### config.mk
export PLATFORM = sky130hd
export DESIGN_NAME = alu_arbiter_flat
export DESIGN_NICKNAME = d
export VERILOG_FILES = /design/src/rtl/alu_arbiter_if.sv /design/src/rtl/alu_arbiter.sv /design/src/flat_wrapper.sv
export SDC_FILE = /design/constraint.sdc
export NUM_CORES = 1
export LEC_CHECK = 0
export CORE_ASPECT_RATIO = 1.4
export CORE_MARGIN = 5
export CORE_UTILIZATION = 33
export CTS_BUF_LIST = sky130_fd_sc_hd__clkbuf_8
export CTS_CLUSTER_DIAMETER = 100
export DETAILED_ROUTE_END_ITERATION = 7
export GPL_TIMING_DRIVEN = 0
export PLACE_DENSITY = 0.74
export SYNTH_ARGS = -nofsm -noshare
export SYNTH_HDL_FRONTEND = slang
export SYNTH_SLANG_ARGS = --single-unit
### constraint.sdc
create_clock -name clk -period 1.5 [get_ports clk]
set_clock_uncertainty 0.2 [all_clocks]
set_input_delay 0.3 -clock clk [delete_from_list [all_inputs] [get_ports clk]]
set_output_delay 0.3 -clock clk [all_outputs]
set_load 0.1 [all_outputs]
### src/rtl/alu_arbiter_if.sv
// alu_arbiter_if: bundles the two requester channels, the ALU operand/result
// wires, the response channel and the grant counters of alu_arbiter.
// slave  = the arbiter side, master = the environment (requesters, ALU, consumer).
interface alu_arbiter_if #(
  parameter int CMD_W  = 5,
  parameter int DATA_W = 8,
  parameter int CNT_W  = 16
);
  logic              r0_valid;
  logic              r0_ready;
  logic [CMD_W-1:0]  r0_cmd;
  logic [DATA_W-1:0] r0_a;
  logic [DATA_W-1:0] r0_b;

  logic              r1_valid;
  logic              r1_ready;
  logic [CMD_W-1:0]  r1_cmd;
  logic [DATA_W-1:0] r1_a;
  logic [DATA_W-1:0] r1_b;

  logic [CMD_W-1:0]  alu_cmd;
  logic [DATA_W-1:0] alu_inA;
  logic [DATA_W-1:0] alu_inB;
  logic [DATA_W-1:0] alu_rslt;
  logic              alu_branch;

  logic              rsp_valid;
  logic              rsp_ready;
  logic              rsp_id;
  logic [DATA_W-1:0] rsp_rslt;
  logic              rsp_branch;

  logic [CNT_W-1:0]  cnt0;
  logic [CNT_W-1:0]  cnt1;

  modport slave (
    input  r0_valid, r0_cmd, r0_a, r0_b,
    output r0_ready,
    input  r1_valid, r1_cmd, r1_a, r1_b,
    output r1_ready,
    output alu_cmd, alu_inA, alu_inB,
    input  alu_rslt, alu_branch,
    output rsp_valid, rsp_id, rsp_rslt, rsp_branch,
    input  rsp_ready,
    output cnt0, cnt1
  );

  modport master (
    output r0_valid, r0_cmd, r0_a, r0_b,
    input  r0_ready,
    output r1_valid, r1_cmd, r1_a, r1_b,
    input  r1_ready,
    input  alu_cmd, alu_inA, alu_inB,
    output alu_rslt, alu_branch,
    input  rsp_valid, rsp_id, rsp_rslt, rsp_branch,
    output rsp_ready,
    input  cnt0, cnt1
  );
endinterface

### src/rtl/alu_arbiter.sv
// alu_arbiter: shares one external combinational 8-bit ALU between two
// requesters. Round-robin grant in IDLE, operands registered into the ALU,
// result/doBranch captured one cycle later and held on the response channel
// until the consumer accepts it.
// Optional feature macro: ALU_ARB_PERF_EN builds saturating per-requester
// grant counters on cnt0/cnt1; without it both read as 0.
//
// state | meaning
// IDLE  | ALU free, ready offered to the round-robin winner
// EXEC  | ALU evaluating the registered operands, result captured on exit
// RESP  | response presented, waiting for rsp_ready
module alu_arbiter #(
  parameter int CMD_W  = 5,
  parameter int DATA_W = 8,
  parameter int CNT_W  = 16
) (
  input logic          clk,
  input logic          reset_n,
  alu_arbiter_if.slave bus
);

  typedef enum logic [1:0] {
    S_IDLE = 2'd0,
    S_EXEC = 2'd1,
    S_RESP = 2'd2
  } state_e;

  state_e            state_q, state_d;
  logic              last_grant_q, last_grant_d;
  logic              id_q, id_d;
  logic [CMD_W-1:0]  alu_cmd_q, alu_cmd_d;
  logic [DATA_W-1:0] alu_a_q, alu_a_d;
  logic [DATA_W-1:0] alu_b_q, alu_b_d;
  logic              rsp_valid_q, rsp_valid_d;
  logic              rsp_id_q, rsp_id_d;
  logic [DATA_W-1:0] rsp_rslt_q, rsp_rslt_d;
  logic              rsp_branch_q, rsp_branch_d;

  logic gnt0, gnt1;

  // Round-robin grant: a lone requester always wins; on a tie the one that
  // was not granted last wins. Only IDLE offers ready.
  always_comb begin
    gnt0 = 1'b0;
    gnt1 = 1'b0;
    if (state_q == S_IDLE) begin
      if (bus.r0_valid && bus.r1_valid) begin
        if (last_grant_q) gnt0 = 1'b1;
        else              gnt1 = 1'b1;
      end else begin
        gnt0 = bus.r0_valid;
        gnt1 = bus.r1_valid;
      end
    end
  end

  // Ready is masked while reset is held so every output reads 0 in reset;
  // the state registers themselves never see this gating.
  assign bus.r0_ready = gnt0 & reset_n;
  assign bus.r1_ready = gnt1 & reset_n;

  // FSM next-state
  always_comb begin
    state_d = state_q;
    case (state_q)
      S_IDLE:  if (gnt0 || gnt1) state_d = S_EXEC;
      S_EXEC:  state_d = S_RESP;
      S_RESP:  if (bus.rsp_ready) state_d = S_IDLE;
      default: state_d = S_IDLE;
    endcase
  end

  // Datapath next-state: load operands on accept, capture the ALU in EXEC,
  // release the response and park the ALU on NOP after the handshake.
  always_comb begin
    last_grant_d = last_grant_q;
    id_d         = id_q;
    alu_cmd_d    = alu_cmd_q;
    alu_a_d      = alu_a_q;
    alu_b_d      = alu_b_q;
    rsp_valid_d  = rsp_valid_q;
    rsp_id_d     = rsp_id_q;
    rsp_rslt_d   = rsp_rslt_q;
    rsp_branch_d = rsp_branch_q;
    case (state_q)
      S_IDLE: begin
        if (gnt0) begin
          alu_cmd_d    = bus.r0_cmd;
          alu_a_d      = bus.r0_a;
          alu_b_d      = bus.r0_b;
          id_d         = 1'b0;
          last_grant_d = 1'b0;
        end else if (gnt1) begin
          alu_cmd_d    = bus.r1_cmd;
          alu_a_d      = bus.r1_a;
          alu_b_d      = bus.r1_b;
          id_d         = 1'b1;
          last_grant_d = 1'b1;
        end
      end
      S_EXEC: begin
        rsp_rslt_d   = bus.alu_rslt;
        rsp_branch_d = bus.alu_branch;
        rsp_id_d     = id_q;
        rsp_valid_d  = 1'b1;
      end
      S_RESP: begin
        if (bus.rsp_ready) begin
          rsp_valid_d = 1'b0;
          alu_cmd_d   = '0;
          alu_a_d     = '0;
          alu_b_d     = '0;
        end
      end
      default: begin
        rsp_valid_d = 1'b0;
      end
    endcase
  end

  // State and datapath registers; reset discards any in-flight op.
  always_ff @(posedge clk or negedge reset_n) begin
    if (!reset_n) begin
      state_q      <= S_IDLE;
      last_grant_q <= 1'b1;
      id_q         <= 1'b0;
      alu_cmd_q    <= '0;
      alu_a_q      <= '0;
      alu_b_q      <= '0;
      rsp_valid_q  <= 1'b0;
      rsp_id_q     <= 1'b0;
      rsp_rslt_q   <= '0;
      rsp_branch_q <= 1'b0;
    end else begin
      state_q      <= state_d;
      last_grant_q <= last_grant_d;
      id_q         <= id_d;
      alu_cmd_q    <= alu_cmd_d;
      alu_a_q      <= alu_a_d;
      alu_b_q      <= alu_b_d;
      rsp_valid_q  <= rsp_valid_d;
      rsp_id_q     <= rsp_id_d;
      rsp_rslt_q   <= rsp_rslt_d;
      rsp_branch_q <= rsp_branch_d;
    end
  end

  assign bus.alu_cmd    = alu_cmd_q;
  assign bus.alu_inA    = alu_a_q;
  assign bus.alu_inB    = alu_b_q;
  assign bus.rsp_valid  = rsp_valid_q;
  assign bus.rsp_id     = rsp_id_q;
  assign bus.rsp_rslt   = rsp_rslt_q;
  assign bus.rsp_branch = rsp_branch_q;

`ifdef ALU_ARB_PERF_EN
  logic [CNT_W-1:0] cnt0_q, cnt0_d;
  logic [CNT_W-1:0] cnt1_q, cnt1_d;

  // Grant counters stick at all-ones instead of wrapping.
  always_comb begin
    cnt0_d = cnt0_q;
    cnt1_d = cnt1_q;
    if (gnt0 && (cnt0_q != {CNT_W{1'b1}})) cnt0_d = cnt0_q + 1'b1;
    if (gnt1 && (cnt1_q != {CNT_W{1'b1}})) cnt1_d = cnt1_q + 1'b1;
  end

  // Counter registers
  always_ff @(posedge clk or negedge reset_n) begin
    if (!reset_n) begin
      cnt0_q <= '0;
      cnt1_q <= '0;
    end else begin
      cnt0_q <= cnt0_d;
      cnt1_q <= cnt1_d;
    end
  end

  assign bus.cnt0 = cnt0_q;
  assign bus.cnt1 = cnt1_q;
`else
  assign bus.cnt0 = '0;
  assign bus.cnt1 = '0;
`endif

endmodule

### src/flat_wrapper.sv
// flat-port wrapper written by rule: the top's interface ports become plain ports
module alu_arbiter_flat 
#(
  parameter int CMD_W  = 5,
  parameter int DATA_W = 8,
  parameter int CNT_W  = 16
)
  (clk, reset_n, bus_r0_valid, bus_r0_cmd, bus_r0_a, bus_r0_b, bus_r0_ready, bus_r1_valid, bus_r1_cmd, bus_r1_a, bus_r1_b, bus_r1_ready, bus_alu_cmd, bus_alu_inA, bus_alu_inB, bus_alu_rslt, bus_alu_branch, bus_rsp_valid, bus_rsp_id, bus_rsp_rslt, bus_rsp_branch, bus_rsp_ready, bus_cnt0, bus_cnt1);
  alu_arbiter_if #(.CMD_W(CMD_W), .DATA_W(DATA_W), .CNT_W(CNT_W)) bus_i ();
  input logic clk;
  input logic reset_n;
  input wire logic [$bits(bus_i.r0_valid)-1:0] bus_r0_valid;
  input wire logic [$bits(bus_i.r0_cmd)-1:0] bus_r0_cmd;
  input wire logic [$bits(bus_i.r0_a)-1:0] bus_r0_a;
  input wire logic [$bits(bus_i.r0_b)-1:0] bus_r0_b;
  output wire logic [$bits(bus_i.r0_ready)-1:0] bus_r0_ready;
  input wire logic [$bits(bus_i.r1_valid)-1:0] bus_r1_valid;
  input wire logic [$bits(bus_i.r1_cmd)-1:0] bus_r1_cmd;
  input wire logic [$bits(bus_i.r1_a)-1:0] bus_r1_a;
  input wire logic [$bits(bus_i.r1_b)-1:0] bus_r1_b;
  output wire logic [$bits(bus_i.r1_ready)-1:0] bus_r1_ready;
  output wire logic [$bits(bus_i.alu_cmd)-1:0] bus_alu_cmd;
  output wire logic [$bits(bus_i.alu_inA)-1:0] bus_alu_inA;
  output wire logic [$bits(bus_i.alu_inB)-1:0] bus_alu_inB;
  input wire logic [$bits(bus_i.alu_rslt)-1:0] bus_alu_rslt;
  input wire logic [$bits(bus_i.alu_branch)-1:0] bus_alu_branch;
  output wire logic [$bits(bus_i.rsp_valid)-1:0] bus_rsp_valid;
  output wire logic [$bits(bus_i.rsp_id)-1:0] bus_rsp_id;
  output wire logic [$bits(bus_i.rsp_rslt)-1:0] bus_rsp_rslt;
  output wire logic [$bits(bus_i.rsp_branch)-1:0] bus_rsp_branch;
  input wire logic [$bits(bus_i.rsp_ready)-1:0] bus_rsp_ready;
  output wire logic [$bits(bus_i.cnt0)-1:0] bus_cnt0;
  output wire logic [$bits(bus_i.cnt1)-1:0] bus_cnt1;
  assign bus_i.r0_valid = bus_r0_valid;
  assign bus_i.r0_cmd = bus_r0_cmd;
  assign bus_i.r0_a = bus_r0_a;
  assign bus_i.r0_b = bus_r0_b;
  assign bus_r0_ready = bus_i.r0_ready;
  assign bus_i.r1_valid = bus_r1_valid;
  assign bus_i.r1_cmd = bus_r1_cmd;
  assign bus_i.r1_a = bus_r1_a;
  assign bus_i.r1_b = bus_r1_b;
  assign bus_r1_ready = bus_i.r1_ready;
  assign bus_alu_cmd = bus_i.alu_cmd;
  assign bus_alu_inA = bus_i.alu_inA;
  assign bus_alu_inB = bus_i.alu_inB;
  assign bus_i.alu_rslt = bus_alu_rslt;
  assign bus_i.alu_branch = bus_alu_branch;
  assign bus_rsp_valid = bus_i.rsp_valid;
  assign bus_rsp_id = bus_i.rsp_id;
  assign bus_rsp_rslt = bus_i.rsp_rslt;
  assign bus_rsp_branch = bus_i.rsp_branch;
  assign bus_i.rsp_ready = bus_rsp_ready;
  assign bus_cnt0 = bus_i.cnt0;
  assign bus_cnt1 = bus_i.cnt1;
  alu_arbiter #(.CMD_W(CMD_W), .DATA_W(DATA_W), .CNT_W(CNT_W)) u_core (.clk(clk), .reset_n(reset_n), .bus(bus_i));
endmodule
==> flow_summary.ini, run 1 <==
[yosys]
yosysTopAreaCell = dfrtp_1
seq_area_frac_synth = 0.496
yosys_warnings = 0
synth_area_mm2 = 0.00182
netlist_instances = 170
ys_seq_elements = 36
ys_top_cells_by_area = dfrtp_1 48%, buf_4 13%, mux2i_1 12%
synth_top_area_share = 0.481
ys_types = 25
avgSynthCellArea_um2 = 10.7

[setup_path]
cp-start-kind = flop
worstSetupEndpointType = output pin
rrSetupSlack_ns = -0.12
critPathTopFamily = flip-flops
reg2regPathDepth = 6
crit_path_frequent_cell = buf_12
cp.depth = 4
crit_path_max_fanout = 2
crit_arrival_ns = 1.36
crit_chain = o21ai_4 > buf_12 > nor2_4 > buf_12
crit_buf_inv = 2
cpMaxStageDelayCell = dfstp_2
cp_slowest_stage_delay_ns = 0.56
worstSetupPathType = reg -> out
cp.required_ns = 1.00

[place]
pre_cts_ws_ns = -1.57
gp_congestion = 0.647
port_buffers = 89
dp_hpwl_um = 3780

[sta]
final-setup-viol-count = 32
rsz0062_at_grt = true
min_period_ns = 1.86
fmax_mhz = 537
fin_ws_ns = -0.363
drv_slew = 0
fin_hold_ws_ns = -0.224
fin_crit_sh = 1.24
tns_ns = -2.07
hold_viol_final = 35

[layout]
fillers = 500
regArea_um2 = 905
final_common_cell = buf_4
nNetsFinal = 365
multi_input_area_um2 = 798
diodes = 0
syn_to_final_growth_pct = 73.8
final_cell_mix = 74 x buf_4, 51 x clkdlybuf4s50_1, 33 x dfrtp_1
utilization = 0.581
final_layout_size_suffix_gt1_frac = 0.377

[drt]
vias_per_cell = 4.14
wirelength_um = 4940
antenna_left = 0
drtIter0Drc = 26
wire_per_inst_um = 13.1
drc = 0
dr.pass1.iters = 2
dr_total_vias = 1566

[status]
status = complete, but fails checks
violations = hold timing, setup timing

[grt]
grt_max_degree = 38
gr-usage-all-layers = 0.142
grt_pass1_vias = 1618
grt_pass1_wl_um = 7840
grt_overflow = 0
antenna_found_initial = 0

[clock_tree]
clkTransAtPathRegs_ns = 0.07
h-tree-depth = 2
cts_tree = yes
numCtsBuffers = 5
clk_path_buf_depth = 2
clkLatencyLatePin_ns = 0.28
numClockSinks = 36
cts-root-buf = clkbuf_8

[job]
timing.max_cap.violations = 0

[die]
start_util = 0.334
io_pins = 122
core_mm2 = 0.00545
row_count = 32
die-area_mm2 = 0.00712
die_w_um = 72.8
dieHeight_um = 97.9

[worst_hold_path]
min_path_type = in -> async
registers in the layout, indices dropped and copies added, names as in the netlist:
signal / cells
u_core.bus.rsp_branch: 1
u_core.bus.alu_inA: 8
u_core.id_q: 1
u_core.state_q: 2
u_core.bus.alu_cmd: 5
u_core.bus.alu_inB: 8
u_core.last_grant_q: 1
u_core.bus.rsp_valid: 1
u_core.bus.rsp_rslt: 8
u_core.bus.rsp_id: 1
worst paths after layout:
path,end,start
max,bus_r0_ready,u_core.last_grant_q$_DFFE_PN1P_
min,u_core.bus.rsp_id$_DFFE_PN0P_,reset_n
max reg2reg,u_core.bus.alu_cmd[2]$_DFFE_PN0P_,u_core.last_grant_q$_DFFE_PN1P_
min reg2reg,u_core.bus.alu_inB[4]$_DFFE_PN0P_,u_core.bus.alu_inB[4]$_DFFE_PN0P_
max in group asynchronous,u_core.state_q[0]$_DFFE_PN0P_,reset_n
min in group clk,u_core.bus.rsp_valid$_DFFE_PN0P_,bus_rsp_ready
area by class of cell:
type,instances,share of cell area
clock buffer,5,0.0217
sequential,36,0.286
inverter,3,0.00356
multi-input combinational,123,0.252
clock inverter,3,0.0134
tap,68,0.0269
timing repair buffer,101,0.293
buffer,39,0.103
through the flow:
| step | instance area [um2] | hold slack, ns | std cells |
|---|---|---|---|
| finish | 3160 | -0.224 | 378 |
| detailed placement | 2940 | 0.252 | 358 |
| global route | 3160 | -0.198 | 378 |
| CTS | 3130 | -0.220 | 376 |
| floorplan | 1970 | -0.196 | 201 |
| global placement | 2950 | 0.263 | 358 |
Yosys cell counts:
| library cell | number |
|---|---|
| nor3_1 | 2 |
| a211o_1 | 1 |
| buf_6 | 2 |
| o21ai_1 | 21 |
| o21ai_4 | 1 |
| a21o_1 | 1 |
| mux2i_1 | 21 |
| a31oi_1 | 1 |
| a21oi_1 | 2 |
| inv_1 | 2 |
| nor2_2 | 1 |
| buf_2 | 3 |
| dfstp_2 | 1 |
| conb_1 | 1 |
| dfrtp_1 | 35 |
| buf_4 | 32 |
| inv_2 | 1 |
| o21ai_0 | 2 |
| o21a_1 | 1 |
| nand2_1 | 22 |
| clkbuf_1 | 2 |
| nor2b_1 | 1 |
| a211oi_1 | 1 |
| mux2_2 | 10 |
| nor2_1 | 3 |
kinds of logic (layout without fill, tap and decap cells):
family / count (synthesis) / count (layout) / share of synthesized area
AND/OR/NAND/NOR: 29 / 29 / 0.0639
flip-flops: 36 / 36 / 0.496
multiplexers: 31 / 31 / 0.177
buffers and inverters: 42 / 151 / 0.163
AO/OA/AOI/OAI: 31 / 31 / 0.0983
other: 1 / 32 / 0.00206
routing by layer:
layer | vias to the layer above | wire [um] | track usage
met2 | 70 | 2570 | 0.244
met4 | 0 | 61 | 0.0426
met3 | 6 | 508 | 0.0484
li1 | 784 | - | -
met1 | 706 | 1800 | 0.162
met5 | - | 0 | 0
what timing repair did:
item / 4_1_cts / 5_1_grt
setup buffers: 9 / 2
gates cloned: 1 / 0
gates resized for setup: 235 / 5
pin swaps: 5 / 3
endpoints found under the hold margin: 35 / 35
setup endpoints to repair: 66 / 33
Power of run 1 is left out: the tool's default activity adds up to more than one toggle a clock period on the data nets, which glitch-free logic cannot reach.
==> inputs of run 2 (changes only) <==
Settings changed: CORE_ASPECT_RATIO 1.4 to 0.5, MAX_ROUTING_LAYER set to met4.
==> flow_summary.ini, run 2 (synthesis results as in run 1) <==
[status]
status = complete, but fails checks
violations = hold timing, setup timing

[setup_path]
cp_slowest_stage_delay_ns = 0.44
worstSetupEndpointType = output pin
worstSetupPathType = reg -> out
cpMaxStageDelayCell = dfrtp_2
cp-start-kind = flop
reg2regPathDepth = 6
crit_chain = nor2_4 > nand2_4 > a211oi_4 > buf_12
crit_arrival_ns = 1.36
crit_path_max_fanout = 2
rrSetupSlack_ns = -0.18
reg2reg_from = u_core.state_q[1]$_DFFE_PN0P_
r2r-end = u_core.bus.alu_inB[2]$_DFFE_PN0P_
cp.required_ns = 1.00

[die]
dieHeight_um = 62.5
die_w_um = 115
die-area_mm2 = 0.00719
io_pins = 122
start_util = 0.336
row_count = 19
core_mm2 = 0.00542

[sta]
fin_ws_ns = -0.360
fin_crit_sh = 1.24
final-setup-viol-count = 33
hold_viol_final = 35
fmax_mhz = 538
min_period_ns = 1.86
fin_hold_ws_ns = -0.236
drv_slew = 0
rsz0062_at_grt = true

[clock_tree]
clkTransAtPathRegs_ns = 0.07
cts-root-buf = clkbuf_8
clkLatencyLatePin_ns = 0.29
h-tree-depth = 2
numClockSinks = 36
clk_path_buf_depth = 2
numCtsBuffers = 5
cts_tree = yes

[layout]
fillers = 457
final_layout_size_suffix_gt1_frac = 0.405
final_common_cell = buf_4
nNetsFinal = 366
diodes = 0
regArea_um2 = 905
final_cell_mix = 70 x buf_4, 51 x clkdlybuf4s50_1, 33 x dfrtp_1
syn_to_final_growth_pct = 78.2
final_area_mm2 = 0.00324
multi_input_area_um2 = 865

[job]
timing.max_cap.violations = 0

[grt]
antenna_found_initial = 0
grt_pass1_vias = 1669
gr-usage-all-layers = 0.148
grt_pass1_wl_um = 8340
grt_overflow = 0
grt_max_degree = 38

[drt]
wirelength_um = 5490
antenna_left = 0
drc = 0
vias_per_cell = 4.29
dr.pass1.iters = 4
drtIter0Drc = 45
dr_total_vias = 1648
wire_per_inst_um = 14.3

[place]
port_buffers = 89
dp_hpwl_um = 4100
gp_congestion = 0.715
dpl_cell_area_mm2 = 0.00295

[worst_hold_path]
min_path_type = in -> async
## run 2: routing by layer
layer / track usage / part of all wire
met1: 0.161 / 0.37
met2: 0.273 / 0.55
met3: 0.0261 / 0.067
met4: 0.0469 / 0.017
met5: - / 0
## run 2: layout make-up
| class | instances | area share |
|---|---|---|
| flip-flops and latches | 36 | 0.279 |
| repair buffers | 103 | 0.301 |
| clock buffers | 6 | 0.0255 |
| multi-input cells | 123 | 0.266 |
| clock inverters | 2 | 0.00231 |
| well taps | 73 | 0.0282 |
| inverters | 3 | 0.00347 |
| plain buffers | 38 | 0.0941 |
## run 2: critical path: cells and delay by family (launching register included)
family / cells / cell delay, ns
DFF: 1 / 0.44
and+or+nand+nor: 2 / 0.18
AOI/OAI and AO/OA: 1 / 0.22
buffers and inverters: 1 / 0.21
## run 2: stage by stage
stage          TNS [ns]  hold WS [ns]  utilization  std cells  setup slack [ns]
6_report          -5.07        -0.236        0.599        384            -0.360
5_1_grt           -6.54        -0.187        0.599        384            -0.408
4_1_cts           -1.70        -0.214        0.573        382            -0.368
3_5_place_dp     -31.75         0.259        0.544        363             -1.56
3_3_place_gp     -66.61         0.265        0.545        363             -2.56
2_1_floorplan    -0.861        -0.196            -        201            -0.547
## run 2: worst max-delay path by stage
stage,startpoint,to,slack (ns),cells past startpoint
2_1_floorplan,u_core.state_q[0]$_DFFE_PN0P_,bus_r1_ready,-0.55,3
3_3_place_gp,reset_n,bus_r1_ready,-2.56,4
3_5_place_dp,reset_n,bus_r1_ready,-1.56,4
4_1_cts,u_core.state_q[1]$_DFFE_PN0P_,bus_r1_ready,-0.37,4
5_1_grt,u_core.state_q[1]$_DFFE_PN0P_,bus_r1_ready,-0.41,4
6_report,u_core.state_q[0]$_DFFE_PN0P_,bus_r1_ready,-0.36,4
## run 2: timing repair
action                                 4_1_cts  5_1_grt
resized for setup                          231       32
endpoints found under the hold margin       35       35
buffers inserted                            10        1
setup endpoints to repair                   66       35
gates cloned                                 2        1
pin swaps                                    4        2
Power of run 2 is left out for the same reason.
